File: config.mk
export PLATFORM = sky130hd
export DESIGN_NAME = nibble_serial_add_ctrl
export DESIGN_NICKNAME = d
export VERILOG_FILES = /design/src/rtl/nibble_serial_add_ctrl.sv
export SDC_FILE = /design/constraint.sdc
export NUM_CORES = 1
export LEC_CHECK = 0
export ABC_CLOCK_PERIOD_IN_PS = 1600
export CORE_MARGIN = 3
export CORE_UTILIZATION = 40
export CTS_CLUSTER_DIAMETER = 80
export CTS_CLUSTER_SIZE = 16
export DETAILED_ROUTE_END_ITERATION = 6
export GPL_ROUTABILITY_DRIVEN = 0
export PLACE_DENSITY = 0.79
export SLEW_MARGIN = 25
export SYNTH_ARGS = -nofsm -noshare
export SYNTH_HDL_FRONTEND = slang
export SYNTH_SLANG_ARGS = --single-unit
File: constraint.sdc
create_clock -name clk -period 1.6 [get_ports clk]
set_input_delay 0.32 -clock clk [delete_from_list [all_inputs] [get_ports clk]]
set_output_delay 0.32 -clock clk [all_outputs]
set_load 0.05 [all_outputs]
File: src/rtl/nibble_serial_add_ctrl.sv
// nibble_serial_add_ctrl: wide adder built by sequencing one shared external
// 4-bit adder over NIBBLES slices, least-significant nibble first, with the
// carry registered between slices. Optional macro SUBTRACT_EN adds an op_sub
// input that turns the operation into A - B (two's complement, carry_out=1
// meaning no borrow).
module nibble_serial_add_ctrl #(
  parameter int NIBBLES = 4
) (
  input  logic                   clk,
  input  logic                   reset_n,
  input  logic                   start_valid,
  output logic                   start_ready,
  input  logic [4*NIBBLES-1:0]   op_a,
  input  logic [4*NIBBLES-1:0]   op_b,
  input  logic                   carry_in,
`ifdef SUBTRACT_EN
  input  logic                   op_sub,
`endif
  output logic [3:0]             add_a,
  output logic [3:0]             add_b,
  output logic                   add_cin,
  input  logic [3:0]             add_sum,
  input  logic                   add_cout,
  output logic                   result_valid,
  input  logic                   result_ready,
  output logic [4*NIBBLES-1:0]   result_sum,
  output logic                   carry_out,
  output logic                   busy
);

  localparam int W  = 4 * NIBBLES;
  localparam int CW = (NIBBLES > 1) ? $clog2(NIBBLES) : 1;

  typedef enum logic [1:0] {
    S_IDLE = 2'd0,
    S_RUN  = 2'd1,
    S_DONE = 2'd2
  } state_t;

  state_t          r_state;
  state_t          w_next;
  logic            w_accept;
  logic            w_run;
  logic            w_last;
  logic [W-1:0]    r_a;
  logic [W-1:0]    r_b;
  logic [W-1:0]    r_sum;
  logic [W-1:0]    w_sum_shift;
  logic            r_carry;
  logic            w_carry_init;
  logic [CW-1:0]   r_cnt;
  logic [3:0]      w_b_nib;

  assign w_run  = (r_state == S_RUN);
  assign w_last = (r_cnt == CW'(NIBBLES - 1));

  // New sum nibble enters at the top; after NIBBLES shifts nibble 0 sits at the bottom.
  generate
    if (NIBBLES == 1) begin : g_sum_one
      assign w_sum_shift = add_sum;
    end else begin : g_sum_multi
      assign w_sum_shift = {add_sum, r_sum[W-1:4]};
    end
  endgenerate

`ifdef SUBTRACT_EN
  logic r_sub;
  // Subtraction adds the inverted B nibble with a forced carry of 1 into nibble 0.
  assign w_b_nib      = r_sub ? ~r_b[3:0] : r_b[3:0];
  assign w_carry_init = op_sub ? 1'b1 : carry_in;

  // Operation mode is captured only at acceptance.
  always_ff @(posedge clk or negedge reset_n) begin
    if (!reset_n)      r_sub <= 1'b0;
    else if (w_accept) r_sub <= op_sub;
  end
`else
  assign w_b_nib      = r_b[3:0];
  assign w_carry_init = carry_in;
`endif

  // State register.
  always_ff @(posedge clk or negedge reset_n) begin
    if (!reset_n) r_state <= S_IDLE;
    else          r_state <= w_next;
  end

  // Next-state decode; handshake inputs are only honoured in their own state.
  always_comb begin
    w_next   = r_state;
    w_accept = 1'b0;
    case (r_state)
      S_IDLE: begin
        if (start_valid) begin
          w_accept = 1'b1;
          w_next   = S_RUN;
        end
      end
      S_RUN:   if (w_last) w_next = S_DONE;
      S_DONE:  if (result_ready) w_next = S_IDLE;
      default: w_next = S_IDLE;
    endcase
  end

  // Operand/sum shift registers, inter-nibble carry and nibble counter.
  always_ff @(posedge clk or negedge reset_n) begin
    if (!reset_n) begin
      r_a     <= '0;
      r_b     <= '0;
      r_sum   <= '0;
      r_carry <= 1'b0;
      r_cnt   <= '0;
    end else if (w_accept) begin
      r_a     <= op_a;
      r_b     <= op_b;
      r_carry <= w_carry_init;
      r_cnt   <= '0;
    end else if (w_run) begin
      r_a     <= r_a >> 4;
      r_b     <= r_b >> 4;
      r_sum   <= w_sum_shift;
      r_carry <= add_cout;
      if (!w_last) r_cnt <= r_cnt + CW'(1);
    end
  end

  // Outputs decode from state and registers only; the adder sees zeros outside RUN.
  always_comb begin
    start_ready  = (r_state == S_IDLE);
    busy         = (r_state != S_IDLE);
    result_valid = (r_state == S_DONE);
    result_sum   = r_sum;
    carry_out    = r_carry;
    add_a        = w_run ? r_a[3:0] : 4'h0;
    add_b        = w_run ? w_b_nib  : 4'h0;
    add_cin      = w_run ? r_carry  : 1'b0;
  end

endmodule

Word-level counts from Yosys, hierarchy flattened
Index checks and enable logic that the tools add are counted.

storage, ports and cells
  bits in registers = 53
  input bits = 42
  output and inout bits = 29
  word-level logic and storage cells = 39

operators by class
  $add $sub $neg = 1
  eq/ne operators = 7
  muxes and demuxes = 18
  bitwise logic cells = 1
  reduce and logical (&&, ||, !) cells = 6

operators with widths
  operator                                                          number
  16-bit two-way mux                                                4
  2-bit two-way mux                                                 6
  4-bit two-way mux                                                 2
  2-bit one-hot mux with 3 select lines                             1
  1-bit two-way mux                                                 5
  2-bit == test (second input constant)                             2
  2-bit by 1-bit != test with 1-bit output (second input constant)  2
  2-bit != test (second input constant)                             2
  2-bit AND reduction                                               2
  2-bit nonzero test                                                2
  3-bit AND reduction                                               1
  2-bit by 1-bit adder with 2-bit output (second input constant)    1
  2-bit by 1-bit == test with 1-bit output (second input constant)  1
  2-bit logical NOT                                                 1
  1-bit inverter                                                    1

Logic depth before layout (Yosys ltp)
  word-level depth = 4
  mapped depth = 6
  mapped depth without buffers = 3

Worst setup path after synthesis
No wires, ideal clock.

  path type = register -> output
  start point = reg r_state[1]
  end point = out busy
  arrival time = 2.082 ns
  required time = 1.280 ns
  path slack = -0.802 ns
  stages on the path, launching flop included = 7
  path buffers = 4
  cell sequence = dfrtp_1 -> buf_6 -> buf_6 -> buf_2 -> buf_2 -> nor2_1 -> inv_1

between the ends
  cells in the longest elaborated chain, start to end = 1

RTL lines
  what                    line  source
  from (decl)             40    state_t r_state;
  from (signal assigned)  85    else r_state <= w_next;
  2-bit nonzero test      130   busy = (r_state != S_IDLE);
  to (decl)               28    output logic busy

Every way passes these cells.

Worst setup path after layout
  start point = reg r_state[1]
  end point = out add_b[0]

between the ends
  cells in the longest elaborated chain, start to end = 2

RTL lines
  what                                      line  source
  2-bit by 1-bit == test with 1-bit output  54    assign w_run = (r_state == S_RUN);
  4-bit two-way mux                         135   add_b = w_run ? w_b_nib : 4'h0;
  to (decl)                                 20    output logic [3:0] add_b,

Every way passes these cells.

==> results.md <==
- Run status: finished with violations
- Violations in the final reports: setup timing
- Seq pwr share: 28.0%
- Largest area contributor in the synthesized netlist: sky130_fd_sc_hd__dfrtp_1
- Synth unique cells: 24
- Maximum fanout encountered on the critical timing path: 5
- Site row count: 28
- Logic depth of the worst register-to-register path: 5
- DRC errors left: 0
- Largest incremental delay on the critical path: 0.45 ns
- Final instance area: between 3000 and 4000 sq um
- Number of standard cells in the final layout excluding fillers: between 300 and 400
- Pin count of the biggest net entering global routing: 43
- Setup crit start kind: register
- Gr usage total: between 10% and 20%
- Power per cell area: 2380 nW/um^2
- Cell chain of the critical path: and2b_4 -> and2_4 -> buf_12
- Synth warnings: 0
- Part of the power in the clock network: 8.2%
- Hold Violations, Final: 0
- Via count: about 2,000
- Via count of the first global-routing pass: 1,996
- Sum of net half-perimeters after detailed placement: 4130 um
- Share of the yosys chip area belonging to registers: 52.0%
- Final Hold Slack: between 0.4 and 0.5 ns
- Area share of the leading cell type in the synthesized netlist: 52.0%
- Highest-count cells in the layout ignoring fill and taps: 51 x sky130_fd_sc_hd__dfrtp_1, 40 x sky130_fd_sc_hd__clkdlybuf4s50_1, 31 x sky130_fd_sc_hd__buf_4
- Net count of the mapped netlist: 247
- Number of fillers in the final layout: 489
- Sw Share: 42.6%
- Post-layout utilization of the core: 61.2%
- Reported max-cap violation count: 0
- Final worst setup slack: -0.0911 ns
- Cell internal power dissipation: between 5000 and 6000 uW
- Hold Crit Class: input port to async pin
- Initial standard-cell utilization of the core: ~42%
- Most used flip-flop cell after synthesis: sky130_fd_sc_hd__dfrtp_1
- Slew margin rel.: between 70 and 80%
- Register cell area after layout: 1330 sq um
- Number of placed instances, taps included: 342
- Unrepaired setup endpoints after global routing: yes
- Area after detailed placement: 3500 sq um
- Switching Power: between 3000 and 4000 uW
- Final Max Tran Viols: 0
- Final wirelength: approximately 6300 um
- Fraction of power consumed by combinational cells: 63.8%
- Combined area of the multi-input logic cells: around 1100 sq um
- Count of flip-flops with a built-in enable after synthesis: 0
- Clock Skew: 0.00432 ns
- Syn Std Cell Area: 2550 sq um
- Post-detailed-route via-to-cell ratio: 5.67
- Transition time of the tightest slew-check pin: ~0.41 ns
- Share of async-settable or async-resettable flops after synthesis: 100%
- Min cycle time layout: 1.69 ns
- Net count reported at finish: 326
- Initial antenna violation count: 0
- Global-route wire length before repair: 9920 um
- Gate Count Post-Synth: 204
- Clock Tree Root: sky130_fd_sc_hd__clkbuf_8
- Cell type of the slowest stage on the worst timing path: sky130_fd_sc_hd__dfrtp_2
- Inserted Diodes: 0
- Clock sink count: 53
- Die Y: around 86 um
- Clock tree from TritonCTS: built
- Routed Antenna Nets: 0
- CTS Buf Count: 5
- Final number of setup-violating endpoints: 11
- Period Utilization, post-route: 106%
- Number of DRC violations after detailed-routing iteration 0: 203
- Most common cell after layout, fill and taps aside: sky130_fd_sc_hd__dfrtp_1
- Critical path capture point type: output port
- Cell types occupying the most area after synthesis: sky130_fd_sc_hd__dfrtp_1 52%, sky130_fd_sc_hd__o221a_2 11%, sky130_fd_sc_hd__or4b_1 10%
- Total congestion overflow after global routing: 0
- Post-synthesis sequential element count: 53
- IR drop worst, VDD: 1290 uV
- Area Growth Syn to Fin: 45.5%
- Wire per inst: 17.5 um
- Critical path data required time: ~1.3 ns
- CP arrival: between 1 and 1.5 ns
- Share of cells above drive strength 1: 36.6%
- Count of H-tree levels built during CTS: 2
- Core footprint: 6060 sq um
- Count of buffers inserted at the top-level ports: 70
- Critical path start-end classification: register to output port
- Achievable clock frequency: 0.591 GHz
- Total leakage power: 0.00155 uW
- Horizontal die dimension: roughly 86 um
- Clock transition time at the flip-flop clock pins of the worst setup and hold paths: ~0.09 ns
- Synthesized area divided by synthesized cell count: 12.5 sq um
- Maximum buffer depth of the clock tree: 2
- Die area: 7370 sq um
- I/O pin count: 71
- Clock insertion delay at the later pin of the skew report: 0.30 ns
- DRT Pass-1 Iters: 4
[through the flow]
step | total power (uW) | setup slack (ns) | TNS, ns
final | 8830 | -0.0911 | -0.641
after global routing | 9310 | -0.134 | -1.91
after CTS | 8470 | -0.0885 | -0.876
after detailed placement | 7680 | -0.135 | -3.18
after global placement | 7560 | -0.105 | -2.58
after floorplan | 5750 | -0.247 | -0.247
[sequential cells by signal, summed over array words and instances, names as in the netlist]
| register | flops |
|---|---|
| r_a | 16 |
| r_b | 16 |
| result_sum | 16 |
| r_cnt | 2 |
| r_state | 2 |
| carry_out | 1 |
[worst paths after layout]
kind,start,end,slack (ns)
worst max-delay path,r_state[1]$_DFFE_PN0P_,add_b[0],-0.09
worst min-delay path,reset_n,result_sum[6]$_DFFE_PN0P_,0.48
worst max register to register,r_state[0]$_DFFE_PN0P_,result_sum[14]$_DFFE_PN0P_,0.02
worst min register to register,result_sum[3]$_DFFE_PN0P_,result_sum[3]$_DFFE_PN0P_,0.50
max in group asynchronous,reset_n,r_state[0]$_DFFE_PN0P_,0.57
min in group clk,result_sum[3]$_DFFE_PN0P_,result_sum[3]$_DFFE_PN0P_,0.50
[layout make-up]
cell class / instances / area share [%]
clock buffer: 6 / 1.96
clock inverter: 2 / 0.270
inverter: 12 / 1.31
multi-input combinational: 117 / 29.9
sequential: 53 / 35.8
tap: 75 / 2.53
timing repair buffer: 94 / 28.2
[synthesized netlist by cell type (all sizes together), types with 2 or more instances]
master,number
nand3b,8
inv,12
o221a,25
clkbuf,3
nand2,8
o221ai,9
nand3,2
nand2b,4
buf,20
and2,9
or4b,26
dfrtp,53
mux2,16
[power groups by stage]
stage	Sequential, uW	Combinational (uW)	Clock [uW]
after floorplan	3110	2630	0
after global placement	2410	5150	0
after detailed placement	2440	5230	0
after CTS	2420	5300	749
after global routing	2550	5960	794
final	2470	5630	724
[what timing repair did]
item | in CTS | in global routing
hold buffers | 1 | 0
buffers inserted | 2 | 4
setup endpoints to repair | 16 | 22
gates cloned | 0 | 2
pin swaps | 1 | 8
endpoints found under the hold margin | 16 | 0
resized for setup | 2 | 19
[kinds of logic (layout without fill, tap and decap cells)]
family | after synthesis | after routing | share of synthesized area (%)
simple gates | 61 | 62 | 18.3
flops | 53 | 53 | 52.0
compound gates | 38 | 38 | 15.4
buf+inv | 35 | 114 | 6.82
mux | 16 | 16 | 7.07
fa+ha+maj | 1 | 1 | 0.491
[per-layer routing]
layer	vias up	wire, um	share of wire (%)	GRT usage (%)
met2	60	3190	51	27.8
met4	0	47	0.75	5.18
met1	1028	2670	42	22.9
li1	945	-	-	-
met3	2	387	6.2	2.88
met5	-	0	0	0
[critical path: cells and delay by family, from the launching register on]
kind	cells	cell delay [ns]
flip-flops	1	0.45
buffers and inverters	1	0.13
AND/OR/NAND/NOR	2	0.49
Power figures use the tool's default switching activity.
